## config.mk

```make
export PLATFORM = sky130hd
export DESIGN_NAME = muldiv_unit
export DESIGN_NICKNAME = d
export VERILOG_FILES = /design/src/rtl/muldiv_unit.sv
export SDC_FILE = /design/constraint.sdc
export NUM_CORES = 1
export LEC_CHECK = 0
export CAP_MARGIN = 20
export CORE_AREA = 2 2 101 175
export DETAILED_ROUTE_END_ITERATION = 8
export DIE_AREA = 0 0 103 177
export PLACE_DENSITY = 0.74
export SLEW_MARGIN = 40
export SYNTH_ARGS = -nofsm -noshare
export SYNTH_HDL_FRONTEND = slang
export SYNTH_SLANG_ARGS = --single-unit
export TNS_END_PERCENT = 10
```

## constraint.sdc

```tcl
create_clock -name CLK -period 4.4 [get_ports CLK]
set_input_delay 0.88 -clock CLK [delete_from_list [all_inputs] [get_ports CLK]]
set_output_delay 0.88 -clock CLK [all_outputs]
set_load 0.1 [all_outputs]
```

## src/rtl/muldiv_unit.sv

```systemverilog
// Iterative unsigned multiply / divide unit that writes its result back to a register bank.
// Define MULDIV_DIV_EN to build the restoring divider; without it OP 10/11 complete at once with no write.
module muldiv_unit #(
   parameter int WIDTH = 32,
   parameter int RADDR = 4
) (
   input  logic             CLK,
   input  logic             RESET,
   input  logic             START,
   input  logic [1:0]       OP,
   input  logic [WIDTH-1:0] A,
   input  logic [WIDTH-1:0] B,
   input  logic [RADDR-1:0] DEST,
   output logic             BUSY,
   output logic             DONE,
   output logic             DIV0,
   output logic             W_RB,
   output logic [RADDR-1:0] WC,
   output logic [WIDTH-1:0] WPC
);

   localparam int CW = (WIDTH > 1) ? $clog2(WIDTH) : 1;

   typedef enum logic [1:0] {
      IDLE = 2'd0,
      CALC = 2'd1,
      WB   = 2'd2
   } state_t;

   state_t             state_q, state_d;
   logic [CW-1:0]      cnt_q, cnt_d;
   logic               hi_sel_q, hi_sel_d;
   logic [WIDTH-1:0]   opnd_q, opnd_d;
   logic [2*WIDTH-1:0] work_q, work_d;
   logic [RADDR-1:0]   dest_q, dest_d;
   logic [RADDR-1:0]   wc_q, wc_d;
   logic [WIDTH-1:0]   wpc_q, wpc_d;
   logic               wr_q, wr_d;
   logic               div0_q, div0_d;

   // One shared work register: {product_hi, multiplier/product_lo} or {remainder, dividend/quotient}.
   logic [WIDTH:0]     mul_sum;
   logic [2*WIDTH-1:0] mul_nxt;
   logic [2*WIDTH-1:0] work_nxt;

   assign mul_sum = {1'b0, work_q[2*WIDTH-1:WIDTH]} + {1'b0, (work_q[0] ? opnd_q : '0)};
   assign mul_nxt = {mul_sum, work_q[WIDTH-1:1]};

`ifdef MULDIV_DIV_EN
   logic               is_div_q, is_div_d;
   logic [WIDTH:0]     rem_sh;
   logic               q_bit;
   logic [WIDTH-1:0]   rem_nxt;
   logic [2*WIDTH-1:0] div_nxt;

   // A zero divisor always subtracts, so the quotient fills with ones and the remainder becomes A.
   assign rem_sh   = {work_q[2*WIDTH-1:WIDTH], work_q[WIDTH-1]};
   assign q_bit    = (rem_sh >= {1'b0, opnd_q});
   assign rem_nxt  = q_bit ? (rem_sh[WIDTH-1:0] - opnd_q) : rem_sh[WIDTH-1:0];
   assign div_nxt  = {rem_nxt, work_q[WIDTH-2:0], q_bit};
   assign work_nxt = is_div_q ? div_nxt : mul_nxt;
`else
   assign work_nxt = mul_nxt;
`endif

   always_comb begin
      // NOTE: every variable gets its hold value first so no path through the case infers a latch.
      state_d  = state_q;
      cnt_d    = cnt_q;
      hi_sel_d = hi_sel_q;
      opnd_d   = opnd_q;
      work_d   = work_q;
      dest_d   = dest_q;
      wc_d     = wc_q;
      wpc_d    = wpc_q;
      wr_d     = wr_q;
      div0_d   = div0_q;
`ifdef MULDIV_DIV_EN
      is_div_d = is_div_q;
`endif

      unique case (state_q)
         IDLE: begin
            if (START) begin
               hi_sel_d = OP[0];
               dest_d   = DEST;
               opnd_d   = B;
               cnt_d    = '0;
               div0_d   = 1'b0;
               if (!OP[1]) begin
                  work_d  = {{WIDTH{1'b0}}, A};
                  wr_d    = 1'b1;
                  state_d = CALC;
`ifdef MULDIV_DIV_EN
                  is_div_d = 1'b0;
`endif
               end else begin
`ifdef MULDIV_DIV_EN
                  work_d   = {{WIDTH{1'b0}}, A};
                  wr_d     = 1'b1;
                  div0_d   = (B == '0);
                  is_div_d = 1'b1;
                  state_d  = CALC;
`else
                  wr_d     = 1'b0;
                  wpc_d    = '0;
                  state_d  = WB;
`endif
               end
            end
         end

         CALC: begin
            work_d = work_nxt;
            cnt_d  = cnt_q + 1'b1;
            if (cnt_q == CW'(WIDTH - 1)) begin
               state_d = WB;
               wc_d    = dest_q;
               wpc_d   = hi_sel_q ? work_nxt[2*WIDTH-1:WIDTH] : work_nxt[WIDTH-1:0];
            end
         end

         WB:      state_d = IDLE;
         default: state_d = IDLE;
      endcase
   end

   // NOTE: state registers use non-blocking assignments so every flop samples pre-edge values.
   always_ff @(posedge CLK or posedge RESET) begin
      if (RESET) begin
         state_q  <= IDLE;
         cnt_q    <= '0;
         hi_sel_q <= 1'b0;
         opnd_q   <= '0;
         work_q   <= '0;
         dest_q   <= '0;
         wc_q     <= '0;
         wpc_q    <= '0;
         wr_q     <= 1'b0;
         div0_q   <= 1'b0;
      end else begin
         state_q  <= state_d;
         cnt_q    <= cnt_d;
         hi_sel_q <= hi_sel_d;
         opnd_q   <= opnd_d;
         work_q   <= work_d;
         dest_q   <= dest_d;
         wc_q     <= wc_d;
         wpc_q    <= wpc_d;
         wr_q     <= wr_d;
         div0_q   <= div0_d;
      end
   end

`ifdef MULDIV_DIV_EN
   always_ff @(posedge CLK or posedge RESET) begin
      if (RESET) is_div_q <= 1'b0;
      else       is_div_q <= is_div_d;
   end
`endif

   // Strobes are qualified by WB so they drop the instant reset forces IDLE.
   assign BUSY = (state_q != IDLE);
   assign DONE = (state_q == WB);
   assign W_RB = (state_q == WB) && wr_q;
   assign DIV0 = (state_q == WB) && div0_q;
   assign WC   = wc_q;
   assign WPC  = wpc_q;

endmodule

```

Word-level counts from Yosys, hierarchy flattened. Cells that the tools add are included.

Bits in registers: 145. Input port bits: 73. Output and inout bits: 40. Logic and storage cells: 44.

Add/subtract/negate cells: 2. Eq/ne operators: 7. Multiplexer cells: 16. Reduce and logical (&&, ||, !) cells: 10.

Operators with widths (count): 2-to-1 mux 32 bit (5); 2-to-1 mux 64 bit (2); one-hot mux 64 bit (2 select lines) (1); one-hot mux 32 bit (2 select lines) (1); adder 32 x 32 -> 33 bit (1); one-hot mux 5 bit (2 select lines) (1); != test 2 bit, second input constant (4); AND reduction 2 bit (4); 2-to-1 mux 2 bit (3); adder 5 x 1 -> 5 bit, second input constant (1); == test 5 bit, second input constant (1); 2-to-1 mux 5 bit (1); one-hot mux 2 bit (2 select lines) (1); AND reduction 4 bit (1); nonzero test 2 bit (2); AND reduction 3 bit (1); == test 2 x 1 -> 1 bit, second input constant (1); == test 2 bit, second input constant (1); logical NOT 2 bit (1); logical AND 1 bit (1); 2-to-1 mux 1 bit (1).

Depth between registers and ports, before layout.
Word-level depth: 5. Gate-level depth with buffers: 14. Gate-level depth less buffers: 14.

Worst setup path before layout. OpenSTA, ideal clock, no wires.

Path kind: register to output. Start point: register state_q[0]. End point: output W_RB. Arrival time: 2.685 ns. Data required time: 3.520 ns. Path slack: 0.835 ns. Cell stages (with the launch flop): 3. Buffers on the path: 0. Cell sequence: dfrtp_1 -> nor2b_1 -> and2_1.

Longest elaborated chain between the ends: 2.

Ends and longest elaborated chain: from (decl) (line 30) `state_t state_q, state_d;`; from (signal assigned) (line 142) `state_q <= state_d;`; == test 2 bit; named net DONE (line 15) `output logic DONE,`; logical AND 1 bit (line 165) `assign W_RB = (state_q == WB) && wr_q;`; to (decl) (line 17) `output logic W_RB,`.

The timed path passes the listed nets, and every way through them passes these cells.

Final worst setup path.
Start point: register work_q[0]. End point: register wpc_q[29] (netlist: WPC[29]).

Longest elaborated chain between the ends: 5.

Ends and longest elaborated chain: from (decl) (line 34) `logic [2*WIDTH-1:0] work_q, work_d;`; from (signal assigned) (line 146) `work_q <= work_d;`; 2-to-1 mux 32 bit (line 46) `assign mul_sum = {1'b0, work_q[2*WIDTH-1:WIDTH]} + {1'b0, (work_q[0] ? opnd_q : '0)};`; adder 32 x 32 -> 33 bit (line 46); 2-to-1 mux 32 bit (line 119) `wpc_d = hi_sel_q ? work_nxt[2*WIDTH-1:WIDTH] : work_nxt[WIDTH-1:0];`; 2-to-1 mux 32 bit (line 116) `if (cnt_q == CW'(WIDTH - 1)) begin`; one-hot mux 32 bit (2 select lines) (line 82) `unique case (state_q)`; to (signal assigned) (line 149) `wpc_q <= wpc_d;`; to (decl) (line 37) `logic [WIDTH-1:0] wpc_q, wpc_d;`.

No other way between the ends. The select of a mux whose other input is x is not followed. A chain may end at the register's enable or synchronous reset.

==> flow_summary.json <==
{
  "boundaryPins": 113,
  "num_vias": 6256,
  "max_slew_margin_pct": 48.6,
  "synth.lib_cells_used.distinct": 51,
  "worst_hold_path.num_cells": 2,
  "power-per-cell-area_nw_per_um2": 665,
  "worstPathMaxFanout": 12,
  "clkTransAtPathRegs_ns": 0.07,
  "layout.cells.non_filler": 1177,
  "flow.area_growth_from_synthesis_pct": 23.1,
  "clock-root-buffer": "sky130_fd_sc_hd__clkbuf_16",
  "initial_utilization_pct": 46.0,
  "syn-instance-count": 838,
  "hold_end": "opnd_q[23]",
  "htree_num_levels": 4,
  "drtPass1Iterations": 5,
  "die_w_um": 103,
  "cp_common_cell": "sky130_fd_sc_hd__o21ai_1",
  "grt_pass1_wl_um": 30800,
  "synthesis.area_per_instance_um2": 9.25,
  "cp_data_arrival_time_ns": 3.73,
  "maximum_clock_frequency_mhz": 295,
  "fin_util_pct": 56.6,
  "post_cts_hold_buffer_count": 0,
  "worst_hold_slack_ns": 0.465,
  "vertical_extent_of_the_die_um": 177,
  "endpoint_kind": "flip-flop",
  "skew_ns": 0.0111,
  "totalNegativeSetupSlack_ns": 0,
  "timing.critical_path.cells": "and2_1 > ha_1 > inv_1 > fa_1 > nor2b_1 > o21ai_1 > o21ai_2 > a21oi_2 > o311ai_2 > o21ai_1 > o311a_1 > xnor2_1 > mux2i_1 > o21ai_0",
  "final_nets": 1045,
  "cp_slowest_cell": "sky130_fd_sc_hd__dfrtp_1",
  "dpl.cell_count": 1144,
  "setup_repair_after_global_routing_missed_its_margin": "false",
  "yosys-top-cells-area": "sky130_fd_sc_hd__dfrtp_1, sky130_fd_sc_hd__nand2_1, sky130_fd_sc_hd__mux2i_1",
  "postSynthRegisterBits": 145,
  "ys_async_sr_fraction_pct": 100,
  "postRouteWirelength_um": 18600,
  "finalSetupViolCount": 0,
  "yosys_warnings": 0,
  "dpl_cell_area_um2": 8930,
  "cts_post_setup_buffers_inserted": 0,
  "timing.hold.worst.start": "opnd_q[23]",
  "max-cap-violations": 0,
  "design.die.area_um2": 18200,
  "cts-buffers-inserted": 17,
  "total_leakage_power_nw": 4.72,
  "dp.final_hpwl_um": 13200,
  "timing_worst_setup_path_type": "reg -> reg",
  "cts_num_sinks": 145,
  "max-vdd-ir-drop_v": 0.000554,
  "finalMaxSlewViolations": 0,
  "cts-resized-gates": 0,
  "cts.path.max_buffers": 2,
  "drt_drc_violations_left": 0,
  "core_area_um2": 16900,
  "timing_hold_violations_final": 0,
  "worst_ep_required_time_ns": 4.74,
  "port_buffers": 111,
  "detailedRoute.firstIterationViolations": 441,
  "synth_largest_area_cell": "sky130_fd_sc_hd__dfrtp_1",
  "period_minus_slack_ns": 3.39,
  "worst-r2r-setup-slack_ns": 1.01,
  "antenna-diode-count": 0,
  "netlist.area_leader.share_pct": 46.8,
  "outcome": "finished clean",
  "postRouteAntennaNets": 0,
  "finalCritPeriodShare_pct": 77.1,
  "pin_count_of_the_biggest_net_entering_global_routing": 146,
  "synth_fp_nets": 946,
  "worst_hold_path_type": "reg -> reg",
  "critical_path.reg2reg.endpoint": "WPC[29]",
  "synth_enable_flop_cells": 0,
  "critical-path-max-stage-delay_ns": 0.48,
  "wire_length_per_cell_um": 15.8,
  "std_cell_rows": 63,
  "worst_skew_pair_latency_ns": 0.43,
  "vias_in_the_first_global_route": 6286,
  "post_synth_instance_area_um2": 7750,
  "final_layout_size_suffix_gt1_share_pct": 11.3,
  "ys_dominant_reg_cell": "sky130_fd_sc_hd__dfrtp_1",
  "antenna_violations_before_repair": 0,
  "seq_area_frac_synth_pct": 46.8,
  "startpoint_type": "flip-flop",
  "timing.rr.start": "work_q[0]",
  "route.detailed.vias_per_inst": 5.32,
  "worstMarginPinSlew_ns": 0.770,
  "layout.cell_area.non_filler_um2": 9540,
  "grt-ovfl-total": 0,
  "grtUsageTotal_pct": 21.6,
  "finalWeightedCongestion": 0.892,
  "worstRegToRegCells": 14,
  "tritoncts": "done"
}
-- stage by stage --
stage,setup slack (ns),power (mW)
after floorplan,0.835,4.15
after global placement,1.13,4.83
after detailed placement,1.02,4.90
after CTS,1.01,6.37
after global routing,0.724,6.82
final,1.01,6.35
-- worst max-delay path by stage --
stage / from / slack [ns] / endpoint
finish: work_q[0] / 1.01 / WPC[29]
global route: work_q[0] / 0.72 / WPC[24]
CTS: work_q[0] / 1.01 / WPC[29]
detailed placement: work_q[0] / 1.02 / WPC[29]
global placement: work_q[0] / 1.13 / WPC[29]
floorplan: state_q[0] / 0.84 / W_RB
-- cell type report --
| cell class | instances | area, µm² |
|---|---|---|
| flip-flops and latches | 145 | 3630 |
| inverters | 13 | 52.6 |
| clock inverters | 15 | 165 |
| clock buffers | 17 | 425 |
| fillers | 1518 | 7320 |
| repair buffers | 125 | 1070 |
| well taps | 227 | 284 |
| multi-input cells | 635 | 3920 |
-- Yosys cell counts (all sizes together) (2+ instances only) --
master	number
nand2	202
dfrtp	145
o21ai	99
mux2i	50
a21oi	42
clkbuf	38
and2	34
ha	34
nor2	26
a21o	21
a22o	17
nor3b	14
xnor2	14
xor2	14
inv	13
nand2b	9
nand3	8
buf	7
nor2b	5
a211oi	4
mux2	4
nor3	4
a221oi	3
and3	3
o21a	3
o21bai	3
o31ai	3
a221o	2
and4	2
nand4	2
or2	2
-- registers in the layout, indices dropped and copies added (netlist names) --
name	count
wr_q	1
opnd_q	32
work_q	64
cnt_q	5
dest_q	4
WPC	32
WC	4
hi_sel_q	1
state_q	2
-- cells by family after synthesis --
kind of cell / synth area share, %
compound gates: 16.3
xor+xnor: 3.16
fa+ha+maj: 5.75
buf+inv: 2.89
flops: 46.8
mux: 7.04
other cells: 0.0484
simple gates: 18.0
-- metal layers --
| metal | global-route usage (%) | vias to the layer above | share of wire (%) |
|---|---|---|---|
| met2 | 35.0 | 149 | 48 |
| met1 | 28.4 | 3001 | 45 |
| met5 | 0 | - | 0 |
| met3 | 3.36 | 31 | 4.0 |
| met4 | 9.16 | 0 | 2.4 |
| li1 | - | 3075 | - |
-- worst max-delay path: cells and delay by family, from the launching register on --
family          cells  cell delay, ns
simple gates        2            0.30
xor+xnor            1            0.20
compound gates      7            1.57
flops               1            0.48
buf+inv             1            0.07
mux                 1            0.10
fa+ha+maj           2            0.59
-- cells in the final DEF, fill, tap and decap left out, types with 4 or more instances in the layout --
cell type                         Yosys  layout
sky130_fd_sc_hd__a22o_1              17      17
sky130_fd_sc_hd__xor2_1              14      14
sky130_fd_sc_hd__nand2b_1             9       8
sky130_fd_sc_hd__nand3_1              8       8
sky130_fd_sc_hd__o21ai_0             93      93
sky130_fd_sc_hd__buf_2                2      39
sky130_fd_sc_hd__xnor2_1             14      14
sky130_fd_sc_hd__mux2_2               4       4
sky130_fd_sc_hd__inv_6                0       5
sky130_fd_sc_hd__buf_4                1      10
sky130_fd_sc_hd__and2_1              34      34
sky130_fd_sc_hd__a21o_1              21      21
sky130_fd_sc_hd__inv_8                0       4
sky130_fd_sc_hd__dfrtp_1            145     145
sky130_fd_sc_hd__clkbuf_16            0      17
sky130_fd_sc_hd__ha_1                34      34
sky130_fd_sc_hd__mux2i_1             50      50
sky130_fd_sc_hd__nor2b_1              5       4
sky130_fd_sc_hd__o21ai_1              5       5
sky130_fd_sc_hd__nor3b_1             14      14
sky130_fd_sc_hd__clkdlybuf4s50_1      0      72
sky130_fd_sc_hd__nor2_1              26      25
sky130_fd_sc_hd__inv_1               13      12
sky130_fd_sc_hd__nand2_1            202     201
sky130_fd_sc_hd__a21oi_1             40      40
-- power breakdown --
part           internal [mW]  total, mW  switching (mW)
combinational           1.11       2.78            1.68
sequential              1.80       2.11           0.308
clock                  0.807       1.46           0.651
Power figures use the tool's default switching activity.
